File: src/rtl/pea_pkg.sv
`timescale 1ns/1ps
// ---------------------------------------------------------------------------
// pea_pkg
// Shared definitions for the PEA host-side blocks:
//   - reader_state_t : state encoding of the result/status reader FSM
//   - SETUP_INSTR / INSTR / OUTPUT : PEA operating mode constants
//   - log2_ceil()    : constant-context log2 used to size population counts
// ---------------------------------------------------------------------------
package pea_pkg;

    typedef enum logic [1:0] {
        IDLE    = 2'd0,
        WAIT    = 2'd1,
        CAPTURE = 2'd2,
        PRESENT = 2'd3
    } reader_state_t;

    localparam logic [1:0] SETUP_INSTR = 2'b00;
    localparam logic [1:0] INSTR       = 2'b01;
    localparam logic [1:0] OUTPUT      = 2'b10;

    // Smallest r such that 2**r >= value (0 for value <= 1).
    function automatic int log2_ceil(input int value);
        int result;
        result = 0;
        for (int i = 0; i < 31; i++) begin
            if ((1 << i) < value) begin
                result = i + 1;
            end
        end
        return result;
    endfunction

endpackage

File: src/rtl/pea_result_reader_if.sv
`timescale 1ns/1ps
// ---------------------------------------------------------------------------
// pea_result_reader_if
// Host-side valid/ready channel carrying one result/status pair.
//   out_valid  : a pair is held on out_result/out_status
//   out_ready  : host accepts the pair
//   out_result : held result word
//   out_status : held status word
// Modports: master = reader (drives the pair), slave = host (drives ready).
// ---------------------------------------------------------------------------
interface pea_result_reader_if #(
    parameter int WIDTH = 32
) ();
    logic             out_valid;
    logic             out_ready;
    logic [WIDTH-1:0] out_result;
    logic [WIDTH-1:0] out_status;

    modport master (
        output out_valid,
        output out_result,
        output out_status,
        input  out_ready
    );

    modport slave (
        input  out_valid,
        input  out_result,
        input  out_status,
        output out_ready
    );
endinterface

File: src/rtl/pea_desync_monitor.sv
`timescale 1ns/1ps
// ---------------------------------------------------------------------------
// pea_desync_monitor
// Watches the result and status FIFO populations. While exactly one of them
// is empty a timeout counter runs (saturating at TIMEOUT); when it reaches
// TIMEOUT the sticky desync flag is raised until clear or reset.
// Ports:
//   clk, rst (async, active low)
//   result_pop, status_pop : FIFO population counts
//   clear                  : synchronous clear of counter and flag
//   desync                 : sticky out-of-step flag
// ---------------------------------------------------------------------------
module pea_desync_monitor
    import pea_pkg::*;
#(
    parameter int POP_W   = 5,
    parameter int TIMEOUT = 16
) (
    input  logic             clk,
    input  logic             rst,
    input  logic [POP_W-1:0] result_pop,
    input  logic [POP_W-1:0] status_pop,
    input  logic             clear,
    output logic             desync
);
    localparam int TO_W = log2_ceil(TIMEOUT + 1);
    localparam logic [TO_W-1:0] TIMEOUT_C = TO_W'(TIMEOUT);

    logic [TO_W-1:0] timeout_cnt_reg;
    logic [TO_W-1:0] timeout_cnt_next;
    logic            desync_reg;
    logic            desync_next;
    logic            one_sided;

    always_comb begin
        one_sided        = (result_pop == '0) != (status_pop == '0);
        timeout_cnt_next = '0;
        desync_next      = desync_reg;
        if (clear) begin
            timeout_cnt_next = '0;
            desync_next      = 1'b0;
        end else begin
            if (one_sided) begin
                timeout_cnt_next = (timeout_cnt_reg == TIMEOUT_C) ?
                                   timeout_cnt_reg : timeout_cnt_reg + 1'b1;
            end
            // Flag rises on the same edge the counter reaches TIMEOUT.
            desync_next = desync_reg | (timeout_cnt_next == TIMEOUT_C);
        end
    end

    always_ff @(posedge clk or negedge rst) begin
        if (!rst) begin
            timeout_cnt_reg <= '0;
            desync_reg      <= 1'b0;
        end else begin
            timeout_cnt_reg <= timeout_cnt_next;
            desync_reg      <= desync_next;
        end
    end

    assign desync = desync_reg;

endmodule

File: src/rtl/pea_result_reader.sv
`timescale 1ns/1ps
// ---------------------------------------------------------------------------
// pea_result_reader
// Drains the PEA result and status output FIFOs in lockstep and presents
// each result/status pair on a valid/ready host channel.
// Ports:
//   clk, rst (async, active low)
//   enable                      : allows new pops (in-flight pair completes)
//   result_pop / status_pop     : FIFO population counts
//   result_fifo_data / status_fifo_data : FIFO read data (one cycle after rd_en)
//   rd_en_result / rd_en_status : FIFO read strobes, always pulsed together
//   host (master)               : out_valid/out_ready/out_result/out_status
//   pair_count                  : pairs accepted by the host (saturating)
//   desync                      : sticky FIFO out-of-step flag
//   clear                       : synchronous clear of pair_count and desync
// ---------------------------------------------------------------------------
module pea_result_reader
    import pea_pkg::*;
#(
    parameter int WIDTH           = 32,
    parameter int BUFFER_SIZE_OUT = 32,
    parameter int POP_W           = log2_ceil(BUFFER_SIZE_OUT),
    parameter int TIMEOUT         = 16,
    parameter int CNT_W           = 16
) (
    input  logic                 clk,
    input  logic                 rst,
    input  logic                 enable,
    input  logic [POP_W-1:0]     result_pop,
    input  logic [POP_W-1:0]     status_pop,
    input  logic [WIDTH-1:0]     result_fifo_data,
    input  logic [WIDTH-1:0]     status_fifo_data,
    output logic                 rd_en_result,
    output logic                 rd_en_status,
    pea_result_reader_if.master  host,
    output logic [CNT_W-1:0]     pair_count,
    output logic                 desync,
    input  logic                 clear
);
    reader_state_t    state_reg;
    logic             rd_en_reg;
    logic             out_valid_reg;
    logic [WIDTH-1:0] out_result_reg;
    logic [WIDTH-1:0] out_status_reg;
    logic [CNT_W-1:0] pair_count_reg;
    logic             handshake;

    assign handshake = out_valid_reg && host.out_ready;

    always_ff @(posedge clk or negedge rst) begin
        if (!rst) begin
            state_reg      <= IDLE;
            rd_en_reg      <= 1'b0;
            out_valid_reg  <= 1'b0;
            out_result_reg <= '0;
            out_status_reg <= '0;
            pair_count_reg <= '0;
        end else begin
            rd_en_reg <= 1'b0;
            case (state_reg)
                IDLE: begin
                    if (enable && (result_pop != '0) && (status_pop != '0)) begin
                        rd_en_reg <= 1'b1;
                        state_reg <= WAIT;
                    end
                end
                // Strobe is high during this state; the FIFOs present data
                // after the edge that ends it.
                WAIT: begin
                    state_reg <= CAPTURE;
                end
                CAPTURE: begin
                    out_result_reg <= result_fifo_data;
                    out_status_reg <= status_fifo_data;
                    out_valid_reg  <= 1'b1;
                    state_reg      <= PRESENT;
                end
                PRESENT: begin
                    if (host.out_ready) begin
                        out_valid_reg <= 1'b0;
                        state_reg     <= IDLE;
                    end
                end
                default: begin
                    state_reg <= IDLE;
                end
            endcase

            // clear takes priority over a coincident handshake.
            if (clear) begin
                pair_count_reg <= '0;
            end else if (handshake && (pair_count_reg != '1)) begin
                pair_count_reg <= pair_count_reg + 1'b1;
            end
        end
    end

    // A single register drives both strobes so a one-sided pop cannot occur.
    assign rd_en_result    = rd_en_reg;
    assign rd_en_status    = rd_en_reg;
    assign host.out_valid  = out_valid_reg;
    assign host.out_result = out_result_reg;
    assign host.out_status = out_status_reg;
    assign pair_count      = pair_count_reg;

    pea_desync_monitor #(
        .POP_W   (POP_W),
        .TIMEOUT (TIMEOUT)
    ) u_desync_monitor (
        .clk        (clk),
        .rst        (rst),
        .result_pop (result_pop),
        .status_pop (status_pop),
        .clear      (clear),
        .desync     (desync)
    );

endmodule

File: src/flat_wrapper.sv
// flat-port wrapper written by rule: the top's interface ports become plain ports
module pea_result_reader_flat import pea_pkg::*;
#(
    parameter int WIDTH           = 32,
    parameter int BUFFER_SIZE_OUT = 32,
    parameter int POP_W           = log2_ceil(BUFFER_SIZE_OUT),
    parameter int TIMEOUT         = 16,
    parameter int CNT_W           = 16
)
  (clk, rst, enable, result_pop, status_pop, result_fifo_data, status_fifo_data, rd_en_result, rd_en_status, pair_count, desync, clear, host_out_valid, host_out_result, host_out_status, host_out_ready);
  pea_result_reader_if #(.WIDTH(WIDTH)) host_i ();
  input  logic clk;
  input  logic rst;
  input  logic enable;
  input  logic [POP_W-1:0] result_pop;
  input  logic [POP_W-1:0] status_pop;
  input  logic [WIDTH-1:0] result_fifo_data;
  input  logic [WIDTH-1:0] status_fifo_data;
  output logic rd_en_result;
  output logic rd_en_status;
  output logic [CNT_W-1:0] pair_count;
  output logic desync;
  input  logic clear;
  output wire logic [$bits(host_i.out_valid)-1:0] host_out_valid;
  output wire logic [$bits(host_i.out_result)-1:0] host_out_result;
  output wire logic [$bits(host_i.out_status)-1:0] host_out_status;
  input wire logic [$bits(host_i.out_ready)-1:0] host_out_ready;
  assign host_out_valid = host_i.out_valid;
  assign host_out_result = host_i.out_result;
  assign host_out_status = host_i.out_status;
  assign host_i.out_ready = host_out_ready;
  pea_result_reader #(.WIDTH(WIDTH), .BUFFER_SIZE_OUT(BUFFER_SIZE_OUT), .POP_W(POP_W), .TIMEOUT(TIMEOUT), .CNT_W(CNT_W)) u_core (.clk(clk), .rst(rst), .enable(enable), .result_pop(result_pop), .status_pop(status_pop), .result_fifo_data(result_fifo_data), .status_fifo_data(status_fifo_data), .rd_en_result(rd_en_result), .rd_en_status(rd_en_status), .host(host_i), .pair_count(pair_count), .desync(desync), .clear(clear));
endmodule
File: config.mk
export PLATFORM = sky130hd
export DESIGN_NAME = pea_result_reader_flat
export DESIGN_NICKNAME = d
export VERILOG_FILES = /design/src/rtl/pea_pkg.sv /design/src/rtl/pea_result_reader_if.sv /design/src/rtl/pea_desync_monitor.sv /design/src/rtl/pea_result_reader.sv /design/src/flat_wrapper.sv
export SDC_FILE = /design/constraint.sdc
export NUM_CORES = 1
export LEC_CHECK = 0
export BUFFER_PORTS_ARGS = -buffer_cell sky130_fd_sc_hd__buf_2
export CELL_PAD_IN_SITES_DETAIL_PLACEMENT = 2
export CELL_PAD_IN_SITES_GLOBAL_PLACEMENT = 2
export CORE_MARGIN = 3
export CORE_UTILIZATION = 32
export CTS_CLUSTER_DIAMETER = 120
export CTS_CLUSTER_SIZE = 10
export DETAILED_ROUTE_END_ITERATION = 10
export HOLD_SLACK_MARGIN = 0.08
export PLACE_DENSITY = 0.9
export SKIP_LAST_GASP = 1
export SYNTH_ARGS = -nofsm -noshare
export SYNTH_HDL_FRONTEND = slang
export SYNTH_HIERARCHICAL = 1
export SYNTH_SLANG_ARGS = --single-unit
export TNS_END_PERCENT = 30
File: constraint.sdc
create_clock -name clk -period 4.05 [get_ports clk]
set_clock_uncertainty 0.1 [all_clocks]
set_input_delay 1.215 -clock clk [delete_from_list [all_inputs] [get_ports clk]]
set_output_delay 1.215 -clock clk [all_outputs]
set_load 0.1 [all_outputs]
After elaboration in Yosys (flattened, before gate mapping)
Index checks and enable logic that the tools add are counted.
{"block": "op_classes", "bitwise_logic": 1, "n_mux": 14, "addsub": 2, "n_eq_ne": 9, "reduce_logical": 13}
{"cell": "$mux 16", "count": 2}
{"cell": "$mux 5", "count": 4}
{"cell": "$add 16x1->16 const B", "count": 1}
{"cell": "$ne 16x16->1 const B", "count": 1}
{"cell": "$eq 5x5->1 const B", "count": 2}
{"cell": "$logic_not 5->1", "count": 2}
{"cell": "$reduce_bool 5->1", "count": 2}
{"cell": "$pmux 2 s4", "count": 1}
{"cell": "$add 5x1->5 const B", "count": 1}
{"cell": "$eq 2x2->1 const B", "count": 2}
{"cell": "$logic_and 1x1->1", "count": 4}
{"cell": "$mux 1", "count": 4}
{"cell": "$mux 2", "count": 2}
{"cell": "$reduce_and 2->1", "count": 2}
{"cell": "$reduce_bool 2->1", "count": 2}
{"cell": "$eq 2x1->1 const B", "count": 1}
{"cell": "$logic_not 2->1", "count": 1}
{"cell": "$ne 2x1->1 const B", "count": 1}
{"cell": "$ne 2x2->1 const B", "count": 1}
{"cell": "$pmux 1 s2", "count": 1}
{"cell": "$ne 1x1->1", "count": 1}
{"cell": "$or 1x1->1", "count": 1}
{"block": "totals", "input_bits": 79, "regBits": 90, "elab_cells": 47, "out_inout_bits": 84}

Longest topological paths before layout
{"block": "logic_depth", "word_depth": 7, "depth_mapped": 7, "depth_no_buf": 6}

By module
The synthesis kept the hierarchy.
{"module": "pea_result_reader", "n_inst": 1, "cells_each": 274, "seq_area_each_um2": 2102.0, "area_each_um2": 3606.0}
{"module": "pea_desync_monitor", "n_inst": 1, "cells_each": 41, "seq_area_each_um2": 150.1, "area_each_um2": 395.4}

Least setup slack after synthesis
No wires, ideal clock.
{"block": "synth_timing", "path_kind": "reg2reg", "from": "register u_core.pair_count_reg[0], in the netlist u_core/pair_count[0]", "to": "register u_core.pair_count_reg[10], in the netlist u_core/pair_count[10]", "path_stages_with_launch": 6, "arrival_ns": 2.469, "n_path_buf": 0, "setup_slack_ns": 1.403, "synth_period_minus_slack_ns": 2.647, "setup_ns": 0.078, "required_ns": 3.872, "path_cell_list": "dfrtp_1 -> ha_1 -> nand3_1 -> or3_4 -> or4_1 -> a21oi_1"}
{"block": "synth_via", "elab_chain_cells": 3, "word_cells_on_any_way": 6, "cone_classes": "add/sub: 1; eq/ne: 1; mux: 2; reduce/logical: 2"}
{"element": "start, declared", "line_no": "pea_result_reader.sv:45", "text": "logic [CNT_W-1:0] pair_count_reg;"}
{"element": "start signal, assigned", "line_no": "pea_result_reader.sv:93", "text": "pair_count_reg <= pair_count_reg + 1'b1;"}
{"element": "$add 16x1->16 / $ne 16x16->1 (equally long branches)", "line_no": "pea_result_reader.sv:93, pea_result_reader.sv:92"}
{"element": "$mux 16 / $logic_and 1x1->1 (equally long branches)", "line_no": "pea_result_reader.sv:92", "text": "end else if (handshake && (pair_count_reg != '1)) begin"}
{"element": "$mux 16 / $reduce_bool 2->1 (equally long branches)"}
Several ways; a longest one is shown, not always the timed one. The select of a mux whose other input is x is not followed.
A chain may end at the register's enable or synchronous reset.

Worst setup path after layout
{"block": "layout_timing", "from": "register u_core.pair_count_reg[3], in the netlist u_core/pair_count[3]", "to": "output pair_count[3]"}
{"element": "end, declared", "line_no": "flat_wrapper.sv:21", "text": "output logic [CNT_W-1:0] pair_count;"}
No word-level cell between the ends.

==> impl_metrics.yaml <==
run_status:
  outcome: "completed"
synth:
  synth_top_cell_area_share_pct: 56.3
  synth_edf_count: 0
  synth_warnings: 6
  async_flop_share_pct: 100
  seq_area_frac_synth_pct: 56.3
  syn_avg_cell_area_um2: 12.7
  synth_cells: 315
  ys_ff_latch: 90
  synth_area_um2: 4000
  synthDistinctLibCells: 47
  synth_commonest_cells: "90 x dfrtp_1, 68 x mux2_2, 17 x nor2_1"
  synth-main-ff-cell: "dfrtp_1"
  synth.most_common_cell: "dfrtp_1"
  synthTopCellsByArea: "dfrtp_1 56%, mux2_2 19%, ha_1 2.2%, nor2_1 1.6%, a21oi_1 1.5%"
  syn_nets: 401
  synth_top_cell_by_area: "dfrtp_1"
die:
  rows: 40
  die_y_um: 118
  initial_core_util_pct: 33.0
  die_w_um: 118
  die_area_um2: 13900
  core_area_um2: 12100
  io_pins: 163
clock_network:
  cts_resized: 0
  hold_buffers: 0
  htree_levels: 3
  postCtsSetupRepairBufs: 0
  path_clk_slew_ps: 60
  insertion_delay_ps: 340
  cts_buffer_depth: 2
  root_buffer: "clkbuf_16"
  cts_made_buffers: 9
  cts_tree: "yes"
  clock-sinks: 90
finish:
  n_antenna_cell: 0
  layout.nets: 567
  instances_no_fill: 654
  drive_gt1_share_pct: 53.1
  syn2layout_area_growth_pct: 33.5
route:
  vias: 3183
  drc: 0
  ant_nets: 0
  drtIter0Drc: 92
  wl_per_cell_um: 19.8
  firstDrtPassIters: 4
  viasPerCell: 4.87
  drt_wl_total_um: 12900
setup_path:
  cp.arrival_ps: 1310
  crit_buf_inv: 1
  crit_type: "reg2out"
  cp_slowest_cell: "dfrtp_1"
  rr_worst_depth: 6
  crit_path_end_kind: "output pin"
  required_ps: 2730
  worst-r2r-setup-slack_ps: 1830
  critPathTopFamily: "flip-flops"
  cp_max_fo: 6
  rr_endpoint: "u_core/u_desync_monitor/desync$_DFF_PN0_"
  path_cells: "buf_2"
  max_stage_delay_ps: 490
  start_kind: "flop"
  r2r-start: "u_core/u_desync_monitor/timeout_cnt_reg[0]$_DFF_PN0_"
hold_path:
  hp-class: "reg2reg"
  hold_end: "u_core/host.out_status[29]$_DFFE_PN0P_"
  hold_path_depth: 1
  holdCritStartpoint: "u_core/host.out_status[29]$_DFFE_PN0P_"
timing:
  post-route-period-util_pct: 64.9
  fmax_mhz: 380
  tns_ps: 0
  worst_slew_pin_slew_ps: 924
  rsz0062_at_grt: "no"
  finalHoldViolCount: 0
  setup_viol: 0
  period_needed_ps: 2630
  relSlewSlack_pct: 37.6
  drv_slew: 0
placed_design:
  placedCellCount: 638
  hpwl_um: 9360
  gp_congestion: 0.739
  portBuffers: 162
flow_run:
  maxCapViolations: 0
global_route:
  grt_overflow: 0
  grt_max_degree: 34
  grt_pass1_vias: 3708
  grt_pass1_wl_um: 21100
  antenna_found_initial: 0
  grt_util_all_layers_pct: 18.9
-- how the worst max path moves through the flow --
stage,startpoint,to,slack [ps],cells after the start
finish,u_core/pair_count[3]$_DFFE_PN0P_,pair_count[3],1420,1
global route,u_core/pair_count[3]$_DFFE_PN0P_,pair_count[3],1350,1
CTS,u_core/pair_count[2]$_DFFE_PN0P_,pair_count[2],1400,1
global placement,status_pop[1],u_core/state_reg[0]$_DFFE_PN0P_,1230,5
detailed placement,host_out_ready,u_core/pair_count[11]$_DFFE_PN0P_,1100,5
floorplan,u_core/pair_count[0]$_DFFE_PN0P_,u_core/pair_count[10]$_DFFE_PN0P_,1400,5
-- placed cells by master, fill, tap and decap left out, drive strengths merged, types with 4 or more instances in the layout --
cell type	n
nand2	12
nor3	12
or4	8
clkbuf	12
ha	7
nand4	5
or3	4
a21oi	12
nor2b	6
buf	166
nor2	17
o31ai	5
mux2	68
nand3	9
inv	12
dfrtp	90
-- layout make-up --
type	count	area [um^2]
multi-input combinational	202	1660
tap	168	210
inverter	12	45.0
clock buffer	12	256
clock inverter	4	73.8
timing repair buffer	166	843
sequential	90	2250
fill	1293	6770
-- kinds of logic (layout without fill, tap and decap cells) --
family,count (synthesis),after routing,share of synthesized area (%)
simple gates,87,87,12.6
flops,90,90,56.3
compound gates,33,33,5.88
xor+xnor,4,4,0.876
mux,71,71,19.9
buf+inv,23,194,2.25
fa+ha+maj,7,7,2.19
-- through the flow --
| step | hold slack [ps] | utilization [%] | instance area (um^2) | worst slack [ps] |
|---|---|---|---|---|
| final | 404 | 44.1 | 5340 | 1420 |
| after global routing | 416 | 44.1 | 5340 | 1350 |
| after floorplan | 438 | - | 4000 | 1400 |
| after CTS | 407 | 44.1 | 5340 | 1400 |
| after detailed placement | 391 | 41.4 | 5010 | 1100 |
| after global placement | 384 | 41.4 | 5010 | 1230 |
-- routing by layer --
| layer | global-route usage [%] | wire length, um |
|---|---|---|
| met4 | 6.30 | 262 |
| met3 | 3.89 | 536 |
| met2 | 35.3 | 6940 |
| met1 | 21.5 | 5210 |
| met5 | 0 | 0 |
Power is left out: the tool's default activity adds up to more than one toggle a clock period on the data nets, which glitch-free logic cannot reach.
